[config.mk]
export PLATFORM = sky130hd
export DESIGN_NAME = cdb_arbiter
export DESIGN_NICKNAME = d
export VERILOG_FILES = /design/src/rtl/cdb_arbiter.sv
export SDC_FILE = /design/constraint.sdc
export NUM_CORES = 1
export LEC_CHECK = 0
export CAP_MARGIN = 15
export CORE_AREA = 3 3 139 141
export DETAILED_ROUTE_END_ITERATION = 7
export DIE_AREA = 0 0 142 144
export PLACE_DENSITY = 0.79
export SYNTH_ARGS = -nofsm -noshare
export SYNTH_HDL_FRONTEND = slang
export SYNTH_SLANG_ARGS = --single-unit
[constraint.sdc]
create_clock -name clk_i -period 5.4 [get_ports clk_i]
set_input_delay 0.54 -clock clk_i [delete_from_list [all_inputs] [get_ports clk_i]]
set_output_delay 0.54 -clock clk_i [all_outputs]
set_load 0.01 [all_outputs]
[src/rtl/cdb_arbiter.sv]
// rtl/cdb_arbiter.sv - round-robin arbiter driving the common data bus from four functional units
//
// Optional feature macro: CDB_PERF_CNT_EN (adds perfConflict_o per-unit lost-arbitration counters)
//
// Ports:
//   clk_i           clock
//   reset_i         asynchronous active-low reset
//   fuValid_i[k]    unit k holds a finished result
//   fuTag_i[k]      ROB tag of unit k's result (tag 0 is illegal on the bus)
//   fuData_i[k]     unit k's 64-bit result
//   fuReady_o       one-hot combinational grant
//   cdbStall_i      ROB cannot accept a writeback; freezes bus and pointer
//   cdbValid_o      bus carries a result
//   cdbTag_o        broadcast ROB tag
//   cdbData_o       {ready bit, result}
//   cdbSrc_o        index of the unit that produced the bus contents
//   tagErr_o        sticky: a tag-0 result was granted
//   perfConflict_o  (CDB_PERF_CNT_EN only) saturating per-unit conflict counters
module cdb_arbiter #(
    parameter int ROBsize    = 32,
    parameter int ROBsizeLog = $clog2(ROBsize + 1)
) (
    input  logic                       clk_i,
    input  logic                       reset_i,
    input  logic [3:0]                 fuValid_i,
    input  logic [3:0][ROBsizeLog-1:0] fuTag_i,
    input  logic [3:0][63:0]           fuData_i,
    output logic [3:0]                 fuReady_o,
    input  logic                       cdbStall_i,
    output logic                       cdbValid_o,
    output logic [ROBsizeLog-1:0]      cdbTag_o,
    output logic [64:0]                cdbData_o,
    output logic [1:0]                 cdbSrc_o,
    output logic                       tagErr_o
`ifdef CDB_PERF_CNT_EN
    ,
    output logic [3:0][15:0]           perfConflict_o
`endif
);

    typedef enum logic {
        IDLE  = 1'b0,
        BCAST = 1'b1
    } state_e;

    state_e                state_q, state_d;
    logic [1:0]            rr_ptr_q, rr_ptr_d;
    logic [ROBsizeLog-1:0] tag_q, tag_d;
    logic [64:0]           data_q, data_d;
    logic [1:0]            src_q, src_d;
    logic                  err_q, err_d;

    logic [3:0]            win;
    logic [1:0]            win_idx;
    logic                  win_any;
    logic                  xfer;

    // Rotating priority search starting at the round-robin pointer.
    always_comb begin
        win     = 4'b0000;
        win_idx = 2'd0;
        win_any = 1'b0;
        for (int i = 0; i < 4; i++) begin
            logic [1:0] idx;
            idx = rr_ptr_q + 2'(i);
            if (!win_any && fuValid_i[idx]) begin
                win[idx] = 1'b1;
                win_idx  = idx;
                win_any  = 1'b1;
            end
        end
    end

    // Grant is suppressed during reset so no unit drains a result that the bus would drop.
    assign fuReady_o = win & {4{~cdbStall_i & reset_i}};
    assign xfer      = win_any & ~cdbStall_i;

    always_comb begin
        state_d  = state_q;
        rr_ptr_d = rr_ptr_q;
        tag_d    = tag_q;
        data_d   = data_q;
        src_d    = src_q;
        err_d    = err_q;
        if (!cdbStall_i) begin
            if (xfer) begin
                rr_ptr_d = win_idx + 2'd1;
                if (fuTag_i[win_idx] == '0) begin
                    // Drain the unit but keep the bogus result off the bus.
                    state_d = IDLE;
                    err_d   = 1'b1;
                end else begin
                    state_d = BCAST;
                    tag_d   = fuTag_i[win_idx];
                    data_d  = {1'b1, fuData_i[win_idx]};
                    src_d   = win_idx;
                end
            end else begin
                state_d = IDLE;
            end
        end
    end

    always_ff @(posedge clk_i or negedge reset_i) begin
        if (!reset_i) begin
            state_q  <= IDLE;
            rr_ptr_q <= 2'd0;
            tag_q    <= '0;
            data_q   <= '0;
            src_q    <= 2'd0;
            err_q    <= 1'b0;
        end else begin
            state_q  <= state_d;
            rr_ptr_q <= rr_ptr_d;
            tag_q    <= tag_d;
            data_q   <= data_d;
            src_q    <= src_d;
            err_q    <= err_d;
        end
    end

    assign cdbValid_o = (state_q == BCAST);
    assign cdbTag_o   = tag_q;
    assign cdbData_o  = data_q;
    assign cdbSrc_o   = src_q;
    assign tagErr_o   = err_q;

`ifdef CDB_PERF_CNT_EN
    logic [3:0][15:0] perf_q, perf_d;

    always_comb begin
        perf_d = perf_q;
        for (int k = 0; k < 4; k++) begin
            if (!cdbStall_i && fuValid_i[k] && !fuReady_o[k] && perf_q[k] != 16'hFFFF) begin
                perf_d[k] = perf_q[k] + 16'd1;
            end
        end
    end

    always_ff @(posedge clk_i or negedge reset_i) begin
        if (!reset_i) begin
            perf_q <= '0;
        end else begin
            perf_q <= perf_d;
        end
    end

    assign perfConflict_o = perf_q;
`endif

endmodule

======== Yosys cells after proc, flatten, opt, wreduce, memory -nomap -nowiden ========
Index checks and enable logic that the tools add are counted.
operators by class
  bitwise gates (word level) .............. 8
  magnitude comparators ................... 9
  add/sub/neg operators ................... 4
  mux-type cells .......................... 34
  reductions and logical operators ........ 14
operator list
  cell                   number
  $bmux W64 S2           1
  $mux W64               1
  $mux W4                4
  $lt A2 B3 Y1 const B   5
  $mux W1                14
  $bmux W6 S2            1
  $or A4 B4 Y4           3
  $bmux W1 S2            4
  $demux W1 S2           4
  $ge A2 B1 Y1 const B   4
  $mux W2                4
  $logic_and A1 B1 Y1    7
  $logic_not A6 Y1       1
  $mux W6                1
  $reduce_and A3 Y1      2
  $add A2 B1 Y2 const B  2
  $add A2 B2 Y2 const B  2
  $and A4 B4 Y4          1
  $logic_not A1 Y1       3
  $and A1 B1 Y1          2
  $not A1 Y1             2
  $reduce_and A2 Y1      1
storage, ports and cells
  flip-flop bits (word level) ............. 77
  input bits .............................. 287
  output and inout bits ................... 79

======== Depth between registers and ports, before layout ========
Gate-level depths: netlist (run 1).
  depth after elaboration ................. 17
  mapped depth ............................ 15
  gate-level depth less buffers ........... 11

======== Worst setup path after synthesis (run 1) ========
No wires, ideal clock.
  path kind ............................... reg2reg
  from .................................... reg rr_ptr_q[0]
  to ...................................... reg data_q[0], in the netlist cdbData_o[0]
  clock period less this slack ............ 4.140 ns
  path slack .............................. 1.260 ns
  stages on the path, launching flop included .. 14
  arrival ................................. 4.012 ns
  cell sequence ........................... dfrtp_1 buf_4 clkinv_1 ha_1 buf_1 mux2i_4 a21oi_1 mux2_2 a211o_1 a21o_1 o221a_2 o31ai_4 buf_6 mux2_1
between the ends
  cells in the longest elaborated chain, start to end .. 17
  elaborated cells between the ends (all ways) .. 33
RTL lines
  what                                                                    line  source
  start, declared                                                         47    logic [1:0] rr_ptr_q, rr_ptr_d;
  start signal, assigned                                                  114   rr_ptr_q <= rr_ptr_d;
  parallel branches: the longest is 17 deep, another holds $add A2 B1 Y2  --
  end signal, assigned                                                    116   data_q <= data_d;
  end, declared                                                           49    logic [64:0] data_q, data_d;
Several ways; the timed one is not identified. The select of a mux whose other input is x is not followed.
A chain may end at the register's enable or synchronous reset.

======== Worst setup path in the final report (run 1) ========
  from .................................... reg rr_ptr_q[0]
  to ...................................... reg data_q[21], in the netlist cdbData_o[21]
The elaborated chain is that of the path after synthesis.

==> reports/qor.txt, run 1 <==
initial antenna violation count: 1
Worst setup EP type: register
Initial DRC Count: 366
Via density: 5.17
area grow syn2layout: 70.4%
RSZ-0062 raised after global routing: no
Power Density: 567 mW/mm^2
setup TNS: 0 ns
Hold Crit Class: in2async
DIE AREA: 0.0204 sq mm
sequential share of the synthesized area: 0.333
maximum root-to-sink buffer count: 2
max-capacitance violation count: 0
Worst Setup Slack, final: 0.736 ns
maximum fanout along the worst path: 43
count leader, synth: nand2_1
Synth Instances: 727
drt first pass iters: 5
post-synth top area cell: dfrtp_1
Crit Path Class: reg2reg
Pins Over Slew Limit: 0
Die H: 144 um
core area: 0.0181 sq mm
Post-CTS Resized: 0
Critical Path AT: 4.88 ns
status: completed
Main synth FF type: dfrtp_1
synthesized area: 0.00579 sq mm
clock network power share: 0.113
leak pwr: 0.00417 uW
Switch Pwr: 2500 uW
Tot Pwr: 5600 uW
Pint: 3090 uW
crit path time final: 4.66 ns
Place WS: 0.708 ns
grt ovf: 0
CTS tree: done
drt drc: 0
DP HPWL: 17,400 um
Port Buf Inserts: 365
row cnt: 49
total CTS buffers: 9
largest net degree at the start of global routing: 78
post-CTS setup buffer count: 0
layout cells sized above 1: 0.0490
WP data required: 5.61 ns
sw frac: 0.447
Chip Width: 142 um
# setup viols final: 0
Max Fclk: 214 MHz
clk_lat worst skew: 0.33 ns
YS warnings: 0
antenna diode count: 0
filler cell count: 1,655
overall routing resource usage: 0.210
EDFF count, synth: 0
post-route antenna net violation count: 0
Finished Cell Area: 0.00987 sq mm
via count of the first global-routing pass: 6,440
sequential share of power: 0.192
routed len/inst: 17.7 um
most frequent cells after synthesis: nand2_1, dfrtp_1, a31oi_1
clk sinks: 77
Post-Place Cell Area: 0.00955 sq mm
Clock Skew: 0.00337 ns
Hold Vio Cnt, Final: 0
nets@finish: 1,350
Slew @ Worst Pin: 0.812 ns
period utilization: 0.864
H-tree levels: 3
global-route wire length before repair: 34,100 um
GPL Wtd Cong: 0.903
Yosys cell types: 55
Clk pin slew, worst setup/hold paths: 0.06 ns
worst vdd ir: 0.276 mV
Vias: 6,663
I/O Pins: 366
Yosys reg bits: 77
Syn Nets: 1,021
asr flop ratio synth: 1.00
Critical Path Source Type: register
hold buffers post-CTS: 0
Post-Synthesis Mean Instance Area: 7.96 sq um
Root Driver: clkbuf_16
Comb power frac: 0.695
Area contributors post-synth: dfrtp_1, nand2_1, mux2_1, a31oi_1, and3_1
final WL: 22,800 um
Starting Density: 0.320
area fraction of the dominant cell type after synthesis: 0.333
slew margin rel.: 0.459
==> cell families after synthesis <==
logic type | after synthesis | synth area share
XOR/XNOR | 1 | 0.00151
flip-flops | 77 | 0.333
buffers and inverters | 61 | 0.0499
multiplexers | 85 | 0.172
AO/OA/AOI/OAI | 125 | 0.152
adder cells (fa/ha/maj) | 7 | 0.0151
AND/OR/NAND/NOR | 371 | 0.277
==> layer usage <==
layer | wire, um | share of wire | vias up | GRT usage
met1 | 9040 | 0.40 | 3106 | 0.254
met4 | 609 | 0.027 | 2 | 0.0778
li1 | - | - | 3214 | -
met2 | 11300 | 0.49 | 300 | 0.359
met3 | 1900 | 0.083 | 41 | 0.0585
met5 | 13 | 0.00057 | - | 0
==> per-stage QoR <==
step	hold WS, ns	util	std cells
6_report	0.187	0.545	1290
5_1_grt	0.210	0.545	1290
4_1_cts	0.190	0.545	1290
3_5_place_dp	0.473	0.528	1274
3_3_place_gp	0.450	0.528	1274
2_1_floorplan	0.244	-	727
==> path summary, 6_finish.rpt <==
path,startpoint,to,slack (ns),depth (start not counted)
max,rr_ptr_q[0],cdbData_o[21],0.74,12
min,reset_i,cdbData_o[30],0.19,1
max reg2reg,rr_ptr_q[0],cdbData_o[21],0.74,12
min reg2reg,cdbData_o[64],cdbData_o[64],0.48,1
max in group asynchronous,reset_i,cdbData_o[58],4.26,2
min in group clk_i,cdbData_o[64],cdbData_o[64],0.48,1
==> final cells by class <==
class | count | area (sq um) | area share
multi-input combinational | 589 | 3600 | 0.365
sequential | 77 | 1930 | 0.195
tap | 229 | 287 | 0.0290
timing repair buffer | 375 | 3730 | 0.378
clock buffer | 12 | 267 | 0.0270
clock inverter | 4 | 45.0 | 0.00457
inverter | 4 | 15.0 | 0.00152
==> registers in the layout, indices dropped and copies added (netlist names) <==
name,flops
cdbSrc_o,2
rr_ptr_q,2
tagErr_o,1
cdbValid_o,1
cdbData_o,65
cdbTag_o,6
==> power groups by stage <==
| stage | combinational, uW | clock, uW | sequential [uW] |
|---|---|---|---|
| after global placement | 3860 | 0 | 1070 |
| after global routing | 4280 | 679 | 1120 |
| after CTS | 3920 | 650 | 1080 |
| after floorplan | 2330 | 0 | 1180 |
| after detailed placement | 3910 | 0 | 1080 |
| final | 3890 | 633 | 1080 |
==> critical path, stage by stage, from the launching register on <==
cell      delay [ns]
dfrtp_1         0.56
clkinv_1        0.35
ha_1            0.59
mux4_2          0.36
nand2b_1        0.18
a211oi_2        0.20
a21o_2          0.43
a221oi_1        0.33
a41o_1          0.19
nand4b_2        0.18
o31ai_4         0.23
buf_4           0.52
mux2_1          0.39
==> cells in the final DEF (no fill, tap or decap), drive strengths merged, types with 2 or more instances in the layout <==
| cell | n |
|---|---|
| clkdlybuf4s50 | 364 |
| nand2 | 272 |
| dfrtp | 77 |
| mux2 | 74 |
| a31oi | 68 |
| and3 | 66 |
| nor2 | 15 |
| clkbuf | 12 |
| buf | 11 |
| a21oi | 11 |
| mux2i | 8 |
| a221oi | 7 |
| ha | 7 |
| o21ai | 6 |
| nand2b | 5 |
| a22oi | 5 |
| nor3 | 4 |
| a21o | 4 |
| clkinv | 4 |
| inv | 3 |
| mux4 | 3 |
| o2bb2ai | 3 |
| a22o | 3 |
| a211oi | 3 |
| o31ai | 2 |
| nand3 | 2 |
| o221ai | 2 |
Power figures use the tool's default switching activity.
==> run 2, diff against run 1 <==
--- a/config.mk
+++ b/config.mk
@@ -7,6 +7,7 @@
 export LEC_CHECK = 0
 export CAP_MARGIN = 15
 export CORE_AREA = 3 3 139 141
+export CTS_CLUSTER_SIZE = 10
 export DETAILED_ROUTE_END_ITERATION = 7
 export DIE_AREA = 0 0 142 144
 export PLACE_DENSITY = 0.79
==> results of run 2 <==
Final layout, timing and power as in run 1 (identical DEF).
